File: config.mk
export PLATFORM = sky130hd
export DESIGN_NAME = ar_arbiter
export DESIGN_NICKNAME = d
export VERILOG_FILES = /design/src/rtl/axi_pkg.sv /design/src/rtl/rr_arbiter2.sv /design/src/rtl/ar_arbiter.sv
export SDC_FILE = /design/constraint.sdc
export NUM_CORES = 1
export LEC_CHECK = 0
export CORE_ASPECT_RATIO = 2
export CORE_MARGIN = 5
export CORE_UTILIZATION = 29
export CTS_CLUSTER_DIAMETER = 40
export DETAILED_ROUTE_END_ITERATION = 8
export PLACE_DENSITY_LB_ADDON = 0.25
export SYNTH_ARGS = -nofsm -noshare
export SYNTH_HDL_FRONTEND = slang
export SYNTH_SLANG_ARGS = --single-unit
export TNS_END_PERCENT = 5
File: constraint.sdc
create_clock -name ACLK -period 2.8 [get_ports ACLK]
set_input_delay 0.56 -clock ACLK [delete_from_list [all_inputs] [get_ports ACLK]]
set_output_delay 0.56 -clock ACLK [all_outputs]
set_load 0.05 [all_outputs]
File: src/rtl/axi_pkg.sv
// Shared AXI interconnect constants: widths, master tags, slave address map and
// the AR/AW arbiter state encoding.
package axi_pkg;

  localparam int ID_BITS   = 4;
  localparam int IDS_BITS  = 8;
  localparam int ADDR_BITS = 32;
  localparam int LEN_BITS  = 4;
  localparam int SIZE_BITS = 3;
  localparam int TAG_BITS  = 4;

  localparam logic [TAG_BITS-1:0] TAG_M0 = 4'b0001;
  localparam logic [TAG_BITS-1:0] TAG_M1 = 4'b0010;

  localparam logic [ADDR_BITS-1:0] S0_LO = 32'h0000_0000;
  localparam logic [ADDR_BITS-1:0] S0_HI = 32'h0000_FFFF;
  localparam logic [ADDR_BITS-1:0] S1_LO = 32'h0001_0000;
  localparam logic [ADDR_BITS-1:0] S1_HI = 32'h0001_FFFF;

  typedef enum logic [1:0] {
    ST_IDLE   = 2'd0,
    ST_GRANT  = 2'd1,
    ST_DECERR = 2'd2
  } ar_state_e;

  // S0 starts at zero, so its lower bound needs no unsigned compare.
  function automatic logic addr_mapped(input logic [ADDR_BITS-1:0] addr);
    return (addr <= S0_HI) || ((addr >= S1_LO) && (addr <= S1_HI));
  endfunction

endpackage

File: src/rtl/rr_arbiter2.sv
// Two-way round-robin select: a lone requester wins, a tie goes to the master
// that did not win last.
module rr_arbiter2 (
  input  logic [1:0] req_i,
  input  logic       last_grant_i,
  output logic       valid_o,
  output logic       sel_o
);

  // Selection is purely combinational; the caller registers the winner.
  always_comb begin
    valid_o = |req_i;
    if (req_i == 2'b11) begin
      sel_o = ~last_grant_i;
    end else if (req_i[1]) begin
      sel_o = 1'b1;
    end else begin
      sel_o = 1'b0;
    end
  end

endmodule

File: src/rtl/ar_arbiter.sv
// Read-address arbiter: shares one AR path between M0 (fetch) and M1 (data),
// tags forwarded IDs per master, and diverts unmapped addresses to the default slave.
module ar_arbiter #(
  parameter int ID_BITS   = axi_pkg::ID_BITS,
  parameter int IDS_BITS  = axi_pkg::IDS_BITS,
  parameter int ADDR_BITS = axi_pkg::ADDR_BITS,
  parameter int LEN_BITS  = axi_pkg::LEN_BITS,
  parameter int SIZE_BITS = axi_pkg::SIZE_BITS
) (
  input  logic                 ACLK,
  input  logic                 ARESET,
  input  logic [ID_BITS-1:0]   ARID_M0,
  input  logic [ADDR_BITS-1:0] ARADDR_M0,
  input  logic [LEN_BITS-1:0]  ARLEN_M0,
  input  logic [SIZE_BITS-1:0] ARSIZE_M0,
  input  logic [1:0]           ARBURST_M0,
  input  logic                 ARVALID_M0,
  output logic                 ARREADY_M0,
  input  logic [ID_BITS-1:0]   ARID_M1,
  input  logic [ADDR_BITS-1:0] ARADDR_M1,
  input  logic [LEN_BITS-1:0]  ARLEN_M1,
  input  logic [SIZE_BITS-1:0] ARSIZE_M1,
  input  logic [1:0]           ARBURST_M1,
  input  logic                 ARVALID_M1,
  output logic                 ARREADY_M1,
  output logic [IDS_BITS-1:0]  ARID,
  output logic [ADDR_BITS-1:0] ARADDR,
  output logic [LEN_BITS-1:0]  ARLEN,
  output logic [SIZE_BITS-1:0] ARSIZE,
  output logic [1:0]           ARBURST,
  output logic                 ARVALID,
  input  logic                 ARREADY,
  output logic                 DEC_VALID,
  output logic [IDS_BITS-1:0]  DEC_ID,
  output logic [LEN_BITS-1:0]  DEC_LEN,
  input  logic                 DEC_READY
);
  import axi_pkg::*;

  ar_state_e state_q, state_d;
  logic      grant_q, grant_d;
  logic      last_grant_q, last_grant_d;

  logic                 req_any_s;
  logic                 sel_s;
  logic [ADDR_BITS-1:0] sel_addr_s;
  logic                 g_valid_s;
  logic [ID_BITS-1:0]   g_id_s;
  logic [IDS_BITS-1:0]  g_tagged_id_s;
  logic [LEN_BITS-1:0]  g_len_s;

  rr_arbiter2 u_rr (
    .req_i        ({ARVALID_M1, ARVALID_M0}),
    .last_grant_i (last_grant_q),
    .valid_o      (req_any_s),
    .sel_o        (sel_s)
  );

  assign sel_addr_s    = sel_s   ? ARADDR_M1  : ARADDR_M0;
  assign g_valid_s     = grant_q ? ARVALID_M1 : ARVALID_M0;
  assign g_id_s        = grant_q ? ARID_M1    : ARID_M0;
  assign g_len_s       = grant_q ? ARLEN_M1   : ARLEN_M0;
  assign g_tagged_id_s = {(grant_q ? TAG_M1 : TAG_M0), g_id_s};

  // Next-state and output decode; outputs are quiet in IDLE, giving one bubble per transfer.
  always_comb begin
    state_d      = state_q;
    grant_d      = grant_q;
    last_grant_d = last_grant_q;
    ARVALID      = 1'b0;
    ARID         = '0;
    ARADDR       = '0;
    ARLEN        = '0;
    ARSIZE       = '0;
    ARBURST      = 2'b00;
    ARREADY_M0   = 1'b0;
    ARREADY_M1   = 1'b0;
    DEC_VALID    = 1'b0;
    DEC_ID       = '0;
    DEC_LEN      = '0;
    case (state_q)
      ST_IDLE: begin
        if (req_any_s) begin
          grant_d = sel_s;
          state_d = addr_mapped(sel_addr_s) ? ST_GRANT : ST_DECERR;
        end else begin
          state_d = ST_IDLE;
        end
      end
      ST_GRANT: begin
        ARVALID = g_valid_s;
        ARID    = g_tagged_id_s;
        ARADDR  = grant_q ? ARADDR_M1  : ARADDR_M0;
        ARLEN   = g_len_s;
        ARSIZE  = grant_q ? ARSIZE_M1  : ARSIZE_M0;
        ARBURST = grant_q ? ARBURST_M1 : ARBURST_M0;
        if (grant_q) begin
          ARREADY_M1 = ARREADY;
        end else begin
          ARREADY_M0 = ARREADY;
        end
        if (g_valid_s && ARREADY) begin
          last_grant_d = grant_q;
          state_d      = ST_IDLE;
        end else begin
          state_d      = ST_GRANT;
        end
      end
      ST_DECERR: begin
        // Master accept is tied to the default slave's accept so both complete together.
        DEC_VALID = 1'b1;
        DEC_ID    = g_tagged_id_s;
        DEC_LEN   = g_len_s;
        if (grant_q) begin
          ARREADY_M1 = DEC_READY;
        end else begin
          ARREADY_M0 = DEC_READY;
        end
        if (DEC_READY) begin
          last_grant_d = grant_q;
          state_d      = ST_IDLE;
        end else begin
          state_d      = ST_DECERR;
        end
      end
      default: begin
        state_d = ST_IDLE;
      end
    endcase
  end

  // State registers; last_grant resets to M1 so M0 wins the first tie.
  always_ff @(posedge ACLK) begin
    if (ARESET) begin
      state_q      <= ST_IDLE;
      grant_q      <= 1'b0;
      last_grant_q <= 1'b1;
    end else begin
      state_q      <= state_d;
      grant_q      <= grant_d;
      last_grant_q <= last_grant_d;
    end
  end

endmodule
-- After elaboration in Yosys (flattened, before gate mapping)
Index checks and enable logic that the tools add are counted.
- word-level logic and storage cells: 53
- input port bits: 96
- output and inout port bits: 65
- bits in registers: 4
- mux-type cells: 33
- reductions and logical operators: 8
- equal/unequal tests: 5
- magnitude comparators: 3
- bitwise gates (word level): 1
- operator list (kind ; number):
    two-way mux 32 bit ; 3
    greater-or-equal comparator 32 x 17 -> 1 bit (second input constant) ; 1
    <= comparator 32 x 16 -> 1 bit (second input constant) ; 1
    <= comparator 32 x 17 -> 1 bit (second input constant) ; 1
    two-way mux 4 bit ; 4
    two-way mux 1 bit ; 12
    two-way mux 2 bit ; 6
    two-way mux 6 bit ; 2
    two-way mux 3 bit ; 2
    case mux 1 bit (2 select lines) ; 3
    case mux 2 bit (3 select lines) ; 1
    equality test 2 bit (second input constant) ; 2
    inequality test 2 bit (second input constant) ; 2
    AND reduction 3 bit ; 1
    equality test 2 x 1 -> 1 bit (second input constant) ; 1
    logical AND 1 bit ; 2
    logical NOT 2 bit ; 1
    AND reduction 2 bit ; 1
    nonzero test 2 bit ; 1
    OR reduction 2 bit ; 1
    logical OR 1 bit ; 1
    inverter 1 bit ; 1

-- Longest topological paths before layout
Gate-level depths: netlist (run 1).
- depth after elaboration: 9
- mapped depth: 5
- gate-level depth less buffers: 5

-- Hierarchy
A second synthesis (run 1) with hierarchy kept.
- cells, all modules: 171
- area total of the unflattened synthesis: 1292.5 um2
- by module, submodules not included (module ; sequential area each (um2) ; instances ; cells an instance ; area an instance (um2)):
    ar_arbiter ; 80.1 ; 1 ; 169 ; 1278.7
    rr_arbiter2 ; 0.0 ; 1 ; 2 ; 13.8

-- Worst setup path before layout (run 1)
No wires, ideal clock.
- path kind: register to output
- start point: reg state_q[0]
- end point: out ARREADY_M0
- required time: 2.240 ns
- buffers on the path: 0
- stages on the path, launching flop included: 6
- data arrival time: 2.678 ns
- slack: -0.438 ns
- path through: dfxtp_1 inv_1 ha_1 nor2b_1 a22oi_1 nor2b_1
- cells in the longest elaborated chain, start to end: 2
- elaborated cells between the ends (all ways): 3
- those cells by class: eq/ne: 2; mux: 1
- RTL lines (what ; RTL line ; text):
    from (decl) ; ar_arbiter.sv:40 ; ar_state_e state_q, state_d;
    from (signal assigned) ; ar_arbiter.sv:139 ; state_q <= state_d;
    equality test 2 bit or equality test 2 x 1 -> 1 bit (tied branches) ; ar_arbiter.sv:81 ; case (state_q)
    case mux 1 bit (2 select lines) (*) ; ar_arbiter.sv:81 ;
    to (decl) ; ar_arbiter.sv:18 ; output logic ARREADY_M0,
Mark *: on every way between the ends. The rest lies on a longest branch, timed or not.

-- Final worst setup path (run 1)
- start point: reg state_q[0]
- end point: out DEC_ID[4]
- cells in the longest elaborated chain, start to end: 2
- RTL lines (what ; RTL line ; text):
    equality test 2 bit ; ar_arbiter.sv:81 ;
    two-way mux 6 bit ; ar_arbiter.sv:81 ;
    to (decl) ; ar_arbiter.sv:34 ; output logic [IDS_BITS-1:0] DEC_ID,
Every way passes these cells.

==> summary.md, run 1 <==
| Metric | Value |
|---|---|
| Drt via density | 4.83 |
| Total wire length | ~6600 um |
| Hold Crit Class | reg -> reg |
| Top cell type's share of synthesized area | 0.369 |
| Initial DRC count | 37 |
| Core footprint | between 4000 and 5000 sq um |
| Critical path class | reg -> out |
| P&R area growth vs syn | 163% |
| Worst setup EP type | output pin |
| Setup Buffers After CTS | 0 |
| Seq cells post-synth | 4 |
| PwrDens | 163 nW/um^2 |
| Most area-hungry cell type in the Yosys netlist | mux2i_1 |
| GR Util met2 | 0.443 |
| PnR worst setup slack | about 0.35 ns |
| Clk slew on worst S/H paths | approximately 0.030 ns |
| Setup Slack @ Placement | 0.587 ns |
| Remaining antenna violation count after routing | 0 |
| Die width | ~57 um |
| Arrival time worst endpoint | 1.89 ns |
| Wirelength per Cell | 18.0 um |
| Placer Congestion | roughly 0.83 |
| Critical hold path startpoint | last_grant_q$_SDFFE_PP1P_ |
| Post-layout min period | 2.45 ns |
| Max Fclk | 0.409 GHz |
| Via count | 1782 |
| Die area | 6010 sq um |
| RR Endpoint | last_grant_q$_SDFFE_PP1P_ |
| Starting Density | 0.300 |
| PortBufs | 156 |
| Met3 usage | 0.0593 |
| Total CTS buffers | 3 |
| Met1 usage | 0.176 |
| H-tree levels | 1 |
| FILL cells | 313 |
| Clk_skew | 0.00278 ns |
| Share of layout cells above drive strength 1 | 0.248 |
| Overflow after GRT | 0 |
| GRT busiest layer | met2 |
| Max stage delay on crit path | 0.82 ns |
| Max-cap violations | 0 |
| Critical-path top delay cell | clkdlybuf4s50_1 |
| I/O pins | 161 |
| YS warnings | 0 |
| Clock latency on the worst-skew pair | 0.22 ns |
| Synth Area per Inst | 7.89 sq um |
| Hold-critical path endpoint | last_grant_q$_SDFFE_PP1P_ |
| Dpl hpwl | 5890 um |
| Register area share after synthesis | 0.0615 |
| Vias in the first global route | 1970 |
| CP max FO | 7 |
| DRC viols | 0 |
| Post-cts resize count | 0 |
| Final Max Tran Viols | 0 |
| Setup TNS | 0 ns |
| First-pass GRT wire length | 10000 um |
| Worst EP required | 2.24 ns |
| Sink Count | 4 |
| Die H | between 100 and 150 um |
| Outcome | complete, no violations |
| Top cells by area, synth | mux2i_1, nor2b_1, dfxtp_1 |
| ANT cells | 0 |
| Longest Clk Path Bufs | 2 |
| Final net count | 417 |
| CTS tree | built |
| Largest net degree at the start of global routing | 42 |
| CTS Hold Bufs | 0 |
| Leak pwr | around 1.3 nW |
| Worst Setup Start Kind | flip-flop |
| Post-synthesis cell area | 1300 sq um |
| Critical-path cell list | inv_1, ha_1, nor2b_2, clkdlybuf4s50_1 |
| Fin util | 0.789 |
| Finish-stage setup viols | 0 |
| Final cycle utilization of the critical path | 0.873 |
| RSZ-0062 raised after global routing | false |
| Worst-margin pin slew | 0.510 ns |
| Hold Crit Depth | 2 |
| Max IR drop VDD | 309 uV |
| GRT Util Overall | 0.213 |
| Synth Instances | 165 |
| Initial antenna violation count | 0 |
| Unique cell type count in the Yosys netlist | 26 |
| Relative slew slack | 0.659 |
| Fin. Hold Viols | 0 |
| Rows | 34 |
| Drt first pass iters | 4 |
| Worst R2R Start | grant_q$_SDFFE_PP0P_ |
| Clk root buf | clkbuf_8 |
| Slack of the worst reg-to-reg path | 1.18 ns |
| Reg2Reg Depth | 5 |
cells in the mapped netlist:
library cell	instances
a21boi_1	1
a21oi_2	1
a22oi_1	2
and2_1	2
and3_1	1
buf_2	4
buf_4	6
clkbuf_1	6
conb_1	1
dfxtp_1	4
ha_1	4
inv_1	3
mux2_2	1
mux2i_1	48
nand2_1	3
nand2b_1	1
nand3b_1	1
nand4_1	2
nor2_1	4
nor2b_1	57
nor3_1	2
nor4_2	6
o211ai_1	1
o21a_1	1
o21ai_0	2
o21ai_2	1
flip-flops by register name, summed over array words and instances (netlist names):
name,cells
state_q,2
grant_q,1
last_grant_q,1
report_power, final:
part           internal (mW)  switching, mW
registers             0.0618        0.00829
logic                  0.201          0.162
clock network         0.0918         0.0318
per-layer routing:
metal,wire [um],vias up
li1,-,857
met1,1960,814
met2,3920,97
met3,567,14
met4,202,0
met5,0,-
cells by family (layout without fill, tap and decap cells):
kind of cell | count (synthesis) | after routing | synth area share
simple gates | 79 | 79 | 0.394
mux | 49 | 49 | 0.378
buf+inv | 19 | 166 | 0.0759
compound gates | 9 | 9 | 0.0500
fa+ha+maj | 4 | 4 | 0.0384
flops | 4 | 4 | 0.0615
other cells | 1 | 4 | 0.00288
critical path, delay by kind of cell (launching register included):
family	cells	cell delay, ns
buffers and inverters	2	0.91
flip-flops	1	0.32
adder cells (fa/ha/maj)	1	0.25
AND/OR/NAND/NOR	1	0.19
cell usage in the layout, fill, tap and decap left out, types with 2 or more instances in the layout:
master and n:
buf_12 51, nor2b_1 55, dfxtp_1 3, ha_1 4
clkbuf_8 3, clkdlybuf4s50_1 97, nor3_1 2, conb_1 4
buf_4 12, o21ai_0 2, nand2_1 3, nor2_1 4
nor2b_2 2, and2_1 2, nor4_2 6, a22oi_1 2
nand4_1 2, inv_1 3, mux2i_1 48
worst max path at each step:
stage	startpoint	end	slack, ns	depth (start not counted)
floorplan	state_q[0]$_SDFF_PP0_	ARREADY_M0	0.06	5
global placement	state_q[0]$_SDFF_PP0_	DEC_ID[4]	0.62	4
detailed placement	state_q[0]$_SDFF_PP0_	DEC_ID[4]	0.59	4
CTS	state_q[0]$_SDFF_PP0_	DEC_ID[4]	0.35	4
global route	state_q[0]$_SDFF_PP0_	DEC_ID[4]	0.28	4
finish	state_q[0]$_SDFF_PP0_	DEC_ID[4]	0.35	4
per-stage QoR:
| step | power (mW) | cells | hold slack (ns) | cell area, sq um |
|---|---|---|---|---|
| 6_report | 0.557 | 369 | 0.521 | 3420 |
| 3_3_place_gp | 0.428 | 366 | 0.509 | 3380 |
| 4_1_cts | 0.561 | 369 | 0.528 | 3420 |
| 2_1_floorplan | 0.246 | 168 | 0.478 | 1320 |
| 3_5_place_dp | 0.436 | 366 | 0.521 | 3380 |
| 5_1_grt | 0.585 | 369 | 0.551 | 3420 |
area by class of cell:
class	instances	area (sq um)	area share
clock buffers	3	41.3	0.0121
repair buffers	160	2080	0.608
flip-flops and latches	4	81.3	0.0238
well taps	54	67.6	0.0197
inverters	3	11.3	0.00329
multi-input cells	145	1140	0.333
(Power assumes the default switching activity.)
==> run 2, diff against run 1 <==
--- a/config.mk
+++ b/config.mk
@@ -11,5 +11,5 @@
 export CTS_CLUSTER_DIAMETER = 40
 export DETAILED_ROUTE_END_ITERATION = 8
-export PLACE_DENSITY_LB_ADDON = 0.25
+export PLACE_DENSITY = 0.9
 export SYNTH_ARGS = -nofsm -noshare
 export SYNTH_HDL_FRONTEND = slang
==> constraint.sdc (replaced) <==
create_clock -name ACLK -period 2.8 [get_ports ACLK]
set_input_delay 0.56 -clock ACLK [delete_from_list [all_inputs] [get_ports ACLK]]
set_output_delay 0.56 -clock ACLK [all_outputs]
set_load 0.01 [all_outputs]
==> summary.md, run 2 (synthesis results as in run 1) <==
| Metric | Value |
|---|---|
| Final Max Tran Viols | 0 |
| CTS tree | built |
| Most common cell after layout, fill and taps aside | clkdlybuf4s50_1 |
| Wirelength per Cell | ~16 um |
| Clk_skew | slightly below 0.0004 ns |
| Setup Buffers After CTS | 0 |
| Die H | 105 um |
| Core footprint | 4340 sq um |
| Top reg by flops | state_q |
| Drt first pass iters | 4 |
| ANT cells | 0 |
| Remaining antenna violation count after routing | 0 |
| Final cycle utilization of the critical path | 0.923 |
| First-pass GRT wire length | 8940 um |
| Top flop regs | state_q (2), grant_q (1), last_grant_q (1) |
| Hold Crit Class | reg -> reg |
| Worst Setup Start Kind | flip-flop |
| Fin. Hold Viols | 0 |
| Clock latency on the worst-skew pair | 0.22 ns |
| Vias in the first global route | roughly 1800 |
| Via count | approximately 1800 |
| Clk slew on worst S/H paths | ~0.030 ns |
| CTS Hold Bufs | 0 |
| RSZ-0062 raised after global routing | false |
| Largest net degree at the start of global routing | 29 |
| Overflow after GRT | 0 |
| Hold_ws | a little over 0.5 ns |
| Max-cap violations | 0 |
| Sink Count | 4 |
| Worst EP required | 2.24 ns |
| Rows | 34 |
| CP max FO | 15 |
| Share of layout cells above drive strength 1 | 0.0540 |
| Worst setup EP type | output pin |
| Longest Clk Path Bufs | 2 |
| Finish-stage setup viols | 0 |
| Initial antenna violation count | 0 |
| Dpl hpwl | 5100 um |
| Met3 usage | 0.0556 |
| Most frequent cells in the layout | clkdlybuf4s50_1, nor2b_1, mux2i_1 |
| GR Util met2 | 0.343 |
| Die area | 6010 sq um |
| Final net count | 417 |
| Clk root buf | clkbuf_8 |
| Leak pwr | 1.03 nW |
| Post-layout min period | 2.58 ns |
| Setup TNS | 0 ns |
| Post-cts resize count | 0 |
| GRT busiest layer | met2 |
| GRT Util Overall | 0.185 |
| FILL cells | 366 |
| Max IR drop VDD | 364 uV |
| Initial DRC count | 54 |
| Critical path class | reg -> out |
| P&R area growth vs syn | 126% |
| Max Fclk | 0.387 GHz |
| I/O pins | between 150 and 200 |
| Total CTS buffers | 3 |
| Arrival time worst endpoint | about 2.0 ns |
| H-tree levels | 1 |
| Placer Congestion | ~0.8 |
| Max reg flops | 2 |
| Starting Density | 0.300 |
| Total wire length | 5860 um |
| DRC viols | 0 |
| Outcome | complete, no violations |
| PortBufs | 156 |
| Die width | 57.4 um |
| PwrDens | 171 nW/um^2 |
| Drt via density | roughly 4.7 |
| Met1 usage | 0.188 |
-- run 2: changes by cell type in the layout (fill, tap and decap cells not counted) --
cell	before	now
buf_12	51	1
buf_4	12	3
clkdlybuf4s50_1	97	156
nor2b_1	55	57
nor2b_2	2	0
-- run 2: cell type report --
type                    count  area, sq um  share of cell area
clock buffers               3         41.3              0.0140
well taps                  54         67.6              0.0230
repair buffers            160         1600               0.546
inverters                   3         11.3             0.00383
multi-input cells         145         1130               0.386
flip-flops and latches      4         81.3              0.0277
-- run 2: path summary, 6_finish.rpt --
check	from	endpoint	slack (ns)	cells after the start
worst max-delay path	state_q[0]$_SDFF_PP0_	ARREADY_M0	0.22	6
worst min-delay path	last_grant_q$_SDFFE_PP1P_	last_grant_q$_SDFFE_PP1P_	0.52	2
worst max register to register	state_q[0]$_SDFF_PP0_	last_grant_q$_SDFFE_PP1P_	1.37	5
worst min register to register	last_grant_q$_SDFFE_PP1P_	last_grant_q$_SDFFE_PP1P_	0.52	2
-- run 2: layer usage --
metal	vias to the layer above	share of wire
met5	-	0
li1	861	-
met3	12	0.11
met2	110	0.53
met1	767	0.34
met4	0	0.025
-- run 2: worst max-delay path: stages (launching register included) --
cell             delay, ns
dfxtp_1               0.32
inv_1                 0.08
ha_1                  0.43
nor2b_1               0.22
a22oi_1               0.10
nor2b_1               0.11
clkdlybuf4s50_1       0.54
-- run 2: report_power, final --
group | internal [mW] | switching (mW)
clock network | 0.0920 | 0.0342
registers | 0.0617 | 0.00301
logic | 0.202 | 0.109
-- run 2: stage by stage --
stage / instances / utilization / power [mW] / instance area (sq um) / worst slack (ns)
floorplan: 168 / - / 0.191 / 1310 / 0.998
global placement: 366 / 0.668 / 0.373 / 2900 / 0.314
detailed placement: 366 / 0.668 / 0.378 / 2900 / 0.281
CTS: 369 / 0.678 / 0.507 / 2940 / 0.203
global route: 369 / 0.678 / 0.537 / 2940 / 0.0452
finish: 369 / 0.678 / 0.502 / 2940 / 0.217
